<file path="src/rtl/uart_pkg.sv">
// -----------------------------------------------------------------------------
// uart_pkg
// Shared types and constants for the UART blocks (fifo_uart_tx today, a
// future uart_rx tomorrow).
//   uart_state_t         : frame state machine encoding
//   CLKS_PER_BIT_115200  : bit period in CLOCK_50 cycles for ~115200 baud
// -----------------------------------------------------------------------------
package uart_pkg;

    typedef enum logic [1:0] {
        IDLE,
        START,
        DATA,
        STOP
    } uart_state_t;

    // 50 MHz / 115200 = 434.03
    localparam int CLKS_PER_BIT_115200 = 434;

endpackage

</file>
<file path="src/rtl/baud_tick.sv">
// -----------------------------------------------------------------------------
// baud_tick
// Bit-period timer. Counts 0..CLKS_PER_BIT-1 and flags the last cycle of each
// bit period. Written to be shared with a future receiver.
//   clk    in  : system clock
//   reset  in  : synchronous, active-high reset
//   clear  in  : hold the counter at 0 (start of a new frame)
//   tick   out : high on the last cycle of each bit period
// -----------------------------------------------------------------------------
module baud_tick #(
    parameter int CLKS_PER_BIT = 434
) (
    input  logic clk,
    input  logic reset,
    input  logic clear,
    output logic tick
);

    localparam int            CW   = (CLKS_PER_BIT > 1) ? $clog2(CLKS_PER_BIT) : 1;
    localparam logic [CW-1:0] LAST = CW'(CLKS_PER_BIT - 1);

    logic [CW-1:0] cnt;

    // Wrap by explicit compare so non-power-of-two periods work.
    assign tick = (cnt == LAST);

    always_ff @(posedge clk) begin
        if (reset || clear)
            cnt <= '0;
        else if (tick)
            cnt <= '0;
        else
            cnt <= cnt + 1'b1;
    end

endmodule

</file>
<file path="src/rtl/fifo_uart_tx.sv">
// -----------------------------------------------------------------------------
// fifo_uart_tx
// Drains a show-ahead FIFO and sends each word as an 8N1 frame, LSB first.
//   clk      in          : system clock
//   reset    in          : synchronous, active-high reset
//   empty    in          : FIFO empty flag
//   data_in  in  [width] : FIFO head word (valid while empty = 0)
//   read     out         : one-cycle pop strobe (combinational)
//   tx       out         : serial line, idle high (registered)
//   busy     out         : frame in flight (registered)
// -----------------------------------------------------------------------------
module fifo_uart_tx
    import uart_pkg::*;
#(
    parameter int width        = 8,
    parameter int CLKS_PER_BIT = CLKS_PER_BIT_115200
) (
    input  logic             clk,
    input  logic             reset,
    input  logic             empty,
    input  logic [width-1:0] data_in,
    output logic             read,
    output logic             tx,
    output logic             busy
);

    localparam int            BW       = (width > 1) ? $clog2(width) : 1;
    localparam logic [BW-1:0] LAST_BIT = BW'(width - 1);

    uart_state_t      state;
    logic [width-1:0] shift_reg;
    logic [BW-1:0]    bit_cnt;
    logic             tick;
    logic             baud_clr;

    // Pop only from IDLE; reset masks it so a word is never lost to reset.
    assign read = (state == IDLE) && !empty && !reset;

    // Baud timer is parked at 0 while idle, so START always gets a full period.
    assign baud_clr = (state == IDLE);

    baud_tick #(
        .CLKS_PER_BIT(CLKS_PER_BIT)
    ) u_baud (
        .clk   (clk),
        .reset (reset),
        .clear (baud_clr),
        .tick  (tick)
    );

    // tx is registered, so each transition loads the level of the *next* bit.
    always_ff @(posedge clk) begin
        if (reset) begin
            state     <= IDLE;
            shift_reg <= '0;
            bit_cnt   <= '0;
            tx        <= 1'b1;
            busy      <= 1'b0;
        end else begin
            case (state)
                IDLE: begin
                    if (read) begin
                        shift_reg <= data_in;
                        bit_cnt   <= '0;
                        state     <= START;
                        tx        <= 1'b0;
                        busy      <= 1'b1;
                    end
                end
                START: begin
                    if (tick) begin
                        state <= DATA;
                        tx    <= shift_reg[0];
                    end
                end
                DATA: begin
                    if (tick) begin
                        shift_reg <= shift_reg >> 1;
                        if (bit_cnt == LAST_BIT) begin
                            state <= STOP;
                            tx    <= 1'b1;
                        end else begin
                            bit_cnt <= bit_cnt + 1'b1;
                            tx      <= shift_reg[1];
                        end
                    end
                end
                STOP: begin
                    // tx already high; one IDLE cycle follows before the next pop.
                    if (tick) begin
                        state <= IDLE;
                        busy  <= 1'b0;
                    end
                end
                default: begin
                    state <= IDLE;
                    tx    <= 1'b1;
                    busy  <= 1'b0;
                end
            endcase
        end
    end

endmodule

</file>
<file path="config.mk">
export PLATFORM = sky130hd
export DESIGN_NAME = fifo_uart_tx
export DESIGN_NICKNAME = d
export VERILOG_FILES = /design/src/rtl/uart_pkg.sv /design/src/rtl/baud_tick.sv /design/src/rtl/fifo_uart_tx.sv
export SDC_FILE = /design/constraint.sdc
export NUM_CORES = 1
export LEC_CHECK = 0
export CAP_MARGIN = 20
export CORE_MARGIN = 1.5
export CORE_UTILIZATION = 45
export DETAILED_ROUTE_END_ITERATION = 16
export PLACE_DENSITY = 0.78
export SETUP_SLACK_MARGIN = 0.4
export SLEW_MARGIN = 20
export SYNTH_ARGS = -nofsm -noshare
export SYNTH_HDL_FRONTEND = slang
export SYNTH_HIERARCHICAL = 1
export SYNTH_SLANG_ARGS = --single-unit
</file>
<file path="constraint.sdc">
create_clock -name clk -period 5.6 [get_ports clk]
set_input_delay 0.56 -clock clk [delete_from_list [all_inputs] [get_ports clk]]
set_output_delay 0.56 -clock clk [all_outputs]
set_load 0.02 [all_outputs]
</file>
; ---- Word-level counts from Yosys, hierarchy flattened
; Cells that the tools add are included.
[op_classes]
addsub = 2
n_eq_ne = 11
muxes = 21
reduce_logical = 15
[op_table]
columns = cell, count
row1 = $mux W8, 2
row2 = $pmux W8 S2, 1
row3 = $ne A2 B2 Y1 const B, 6
row4 = $mux W2, 5
row5 = $add A9 B1 Y9 const B, 1
row6 = $eq A9 B9 Y1 const B, 1
row7 = $mux W3, 3
row8 = $pmux W2 S4, 1
row9 = $reduce_and A4 Y1, 2
row10 = $mux W1, 6
row11 = $pmux W3 S2, 1
row12 = $reduce_and A3 Y1, 2
row13 = $reduce_and A5 Y1, 1
row14 = $eq A2 B2 Y1 const B, 2
row15 = $reduce_bool A2 Y1, 2
row16 = $add A3 B1 Y3 const B, 1
row17 = $eq A3 B3 Y1 const B, 1
row18 = $pmux W1 S3, 1
row19 = $reduce_bool A3 Y1, 1
row20 = $eq A2 B1 Y1 const B, 1
row21 = $logic_and A1 B1 Y1, 2
row22 = $logic_not A1 Y1, 2
row23 = $logic_not A2 Y1, 1
row24 = $pmux W1 S2, 1
row25 = other kinds (2), 2
[totals]
register_bits = 24
in_bits = 11
out_inout_bits = 3
word_cells = 55

; ---- Depth between registers and ports, before layout
[depth]
word_depth = 5
mapped_depth = 8
ltp_nobuf = 7

; ---- Modules after synthesis
; Netlist, hierarchy kept.
[by_module_without_submodules]
columns = mod, instances, cells_each, area_per_inst_um2
row1 = fifo_uart_tx, 1, 96, 908.4
row2 = baud_tick, 1, 46, 414.1

; ---- Worst setup path after synthesis
; OpenSTA, ideal clock, no wires.
[synth_timing]
path_kind = register -> register
from = register u_baud.cnt[2]
to = register state[0]
t_arrival_ns = 2.001
t_required_ns = 5.530
slack_ns = 3.528
stages_incl_launch_ff = 6
n_path_buf = 0
cell_sequence = dfxtp_1 or3_1 nor3_1 a21boi_1 or4_1 a21oi_1
[synth_via]
elab_chain_cells = 3
[synth_rtl]
columns = item, line_no
row1 = from (decl), baud_tick.sv:22  ; logic [CW-1:0] cnt;
row2 = from (signal assigned), baud_tick.sv:33  ; cnt <= cnt + 1'b1;
row3 = $eq A9 B9 Y1 (*), baud_tick.sv:25  ; assign tick = (cnt == LAST);
row4 = via tick, fifo_uart_tx.sv:33  ; logic tick;
row5 = $ne A2 B2 Y1 (no line), -
row6 = $reduce_and A5 Y1 (no line) (*), -
row7 = to (signal assigned), fifo_uart_tx.sv:54  ; state <= IDLE;
row8 = to (signal assigned), fifo_uart_tx.sv:65  ; state <= START;
row9 = to (signal assigned), fifo_uart_tx.sv:72  ; state <= DATA;
row10 = to (decl), fifo_uart_tx.sv:30  ; uart_state_t state;
; Mark *: on every way through the listed nets, which the timed path passes. The rest lies on a longest branch.
; A chain may end at the register's enable or synchronous reset.

; ---- Final worst setup path
[layout_timing]
from = input port reset
to = output port read
[layout_via]
elab_chain_cells = 2
[layout_rtl]
columns = item, line_no
row1 = from (decl), fifo_uart_tx.sv:19  ; input logic reset,
row2 = $logic_not A1 Y1, fifo_uart_tx.sv:37  ; assign read = (state == IDLE) && !empty && !reset;
row3 = $logic_and A1 B1 Y1, fifo_uart_tx.sv:37
row4 = to (decl), fifo_uart_tx.sv:22  ; output logic read,
; Every way passes these cells.

==> run summary <==
Slew @ Worst Pin: 0.832 ns
post-place setup slack: 2.82 ns
Fin. Hold Viols: 0
cts repair resizes: 0
CTS Sinks: 24
crit path DAT: 2.22 ns
critical path fanouts, max: 21
Post-Synthesis Cells: 142
initial antenna violation count: 0
WL/cell: 13.7 um
R2R Setup Slk: 3.09 ns
nets: 175
die footprint: 3270 sq um
Ys Warns: 6
clock buffer depth: 2
DRC violations left: 0
worst setup margin: 2.82 ns
max incr delay on CP: 0.80 ns
Initial DRC Count: 29
Worst path most repeated cell: clkdlybuf4s50_1
syn nets: 163
Final TNS setup: 0 ns
initial core utilization: 0.475
FP Rows: 19
final setup vio count: 0
Largest delay share family, worst path: buffers and inverters
GRT Residual Overflow: 0
endpoint of the worst hold path: u_baud/cnt[0]
DR vias/cell: 5.87
Clock Skew: 0.00690 ns
register area share after synthesis: 0.363
Layout area overhead: 12.3%
DP HPWL: 1.84 mm
CP Launch Type: input pin
CP Class: input pin to output port
overall routing resource usage: 0.170
first-pass GRT wire length: 4.38 mm
Hold Buf Count CTS: 0
mapped cell area: 1320 sq um
Worst Hold Path Cells: 1
Max Cap Viol: 0
R2R Path Start: u_baud/cnt[6]
Inserted Clock Buffers: 3
Hold Worst Slack: 0.483 ns
Skew-Pair Late Insertion Delay: 0.31 ns
pwr/cell area: 400 nW/um^2
vias in the first global route: 1030
RSZ-0062 raised after global routing: false
leak pwr: 0.498 nW
Crit-path slowest cell: clkdlybuf4s50_1
CTS Root Cell: clkbuf_4
TritonCTS clock tree: built
Final Util: 0.534
Largest register FFs: 9
Min-Delay Path Class: flip-flop to flip-flop
#FFs+latches synth: 24
core area: 2780 sq um
layout cells sized above 1: 0.0719
reg2reg path depth: 5
min Tclk post-route: 2.78 ns
Worst-path clk slew: 0.12 ns
worst endpoint required time: 5.04 ns
Max VDD drop: 0.344 mV
routability cong.: 0.819
Multi-input gate area: 766 sq um
fin. max-slew vios: 0
vias post-DR: 1080
deepest level of the CTS H-tree: 1
crit path cell chain: clkdlybuf4s50_1 > nor2b_1 > clkdlybuf4s50_1
largest net degree at the start of global routing: 22
antenna cells: 0
DR pass1 iterations: 5
post-route ant nets: 0
count of buffers from port buffering: 13
period utilisation layout: 0.497
setup bufs post-CTS: 0
die width: 57.2 um
Worst slew margin: 0.441
hold_sp: u_baud/cnt[0]
Sequential cell area: 480 sq um
Die Ht: 57.2 um
Buf+Inv Stages, Crit Path: 2
r2r endpoint: state[0]
Max Clk Rate: 0.360 GHz
Netlist cell types: 40
filler cell count in the final layout: 251
Crit. End Element: output port
I/O pin count: 14
total wire length: 2.52 mm
status: complete, no violations
Avg Cell Area, Syn: 9.31 sq um
layout make-up:
cell class | instances | area share
Multi-Input combinational cell | 103 | 0.516
Sequential cell | 24 | 0.324
Timing Repair Buffer | 13 | 0.0876
Tap cell | 31 | 0.0261
Clock buffer | 4 | 0.0244
Inverter | 9 | 0.0227
cell usage after synthesis (all sizes together):
master | number | area (sq um)
o31ai | 4 | 43.8
o32ai | 2 | 17.5
a311oi | 8 | 70.1
nand4b | 1 | 8.76
a21oi | 14 | 70.1
a311o | 1 | 10.0
mux2 | 1 | 11.3
o211ai | 1 | 7.51
xor2 | 2 | 17.5
nor3 | 2 | 10.0
a21bo | 1 | 10.0
nor2 | 8 | 30.0
and2 | 1 | 8.76
nor3b | 1 | 7.51
o21ba | 1 | 16.3
or4 | 2 | 15.0
ha | 10 | 125
nand3 | 5 | 30.0
a211oi | 1 | 7.51
or2b | 1 | 7.51
or3 | 5 | 31.3
a21boi | 3 | 22.5
nand2 | 6 | 22.5
dfxtp | 24 | 480
inv | 9 | 33.8
nand4 | 3 | 18.8
o21bai | 2 | 15.0
o21ai | 6 | 33.8
nand2b | 1 | 6.26
nor2b | 2 | 12.5
xnor2 | 1 | 8.76
mux2i | 7 | 70.1
clkbuf | 1 | 3.75
buf | 5 | 38.8
worst reg2reg max path: stages (launching register included):
cell      delay (ns)
dfxtp_1         0.36
or3_1           0.45
nor3_1          0.67
a21boi_1        0.26
or4_1           0.55
a21oi_1         0.15
how the worst max path moves through the flow:
stage	start	endpoint	slack, ns	cells after the start
6_report	reset	read	2.82	3
5_1_grt	state[1]	read	2.67	5
4_1_cts	reset	read	2.83	3
3_5_place_dp	reset	read	2.82	3
3_3_place_gp	reset	read	2.84	3
2_1_floorplan	u_baud/cnt[2]	state[0]	3.53	5
per-stage QoR:
| stage | area (sq um) | instances | power (mW) |
|---|---|---|---|
| floorplan | 1320 | 142 | 0.463 |
| global placement | 1450 | 180 | 0.494 |
| detailed placement | 1450 | 180 | 0.510 |
| CTS | 1490 | 184 | 0.600 |
| global route | 1490 | 184 | 0.647 |
| finish | 1490 | 184 | 0.594 |
where the power goes:
| group | total, mW | switching, mW | internal (mW) |
|---|---|---|---|
| clock network | 0.0894 | 0.0496 | 0.0397 |
| registers | 0.227 | 0.0226 | 0.204 |
| logic | 0.278 | 0.158 | 0.120 |
| total | 0.594 | 0.230 | 0.364 |
metal layers:
layer / global-route usage / part of all wire / up-vias / routed length (um)
li1: - / - / 548 / -
met1: 0.213 / 0.45 / 514 / 1130
met2: 0.292 / 0.51 / 16 / 1280
met3: 0.0476 / 0.036 / 2 / 91
met4: 0.0365 / 0.0075 / 0 / 19
met5: 0 / 0 / - / 0
cells in the final DEF, fill, tap and decap left out, types with 3 or more instances in the layout:
master and instances:
dfxtp_1 24, a21oi_1 14, clkdlybuf4s50_1 13, ha_1 10, inv_1 9, a311oi_1 8, nor2_1 8, mux2i_1 7
nand2_1 6, o21ai_0 5, or3_1 5, nand3_1 4, nand4_1 3, o31ai_1 3, clkbuf_4 3
cells by family (layout without fill, tap and decap cells):
kind of cell / count (synthesis) / in the layout / share of synthesized area
buffers and inverters: 15 / 26 / 0.0577
DFF: 24 / 24 / 0.363
muxes: 8 / 8 / 0.0615
adders and majority gates: 10 / 10 / 0.0946
xor gates and xnor gates: 3 / 3 / 0.0199
AOI/OAI and AO/OA: 44 / 44 / 0.245
and+or+nand+nor: 38 / 38 / 0.158
Power figures use the tool's default switching activity.
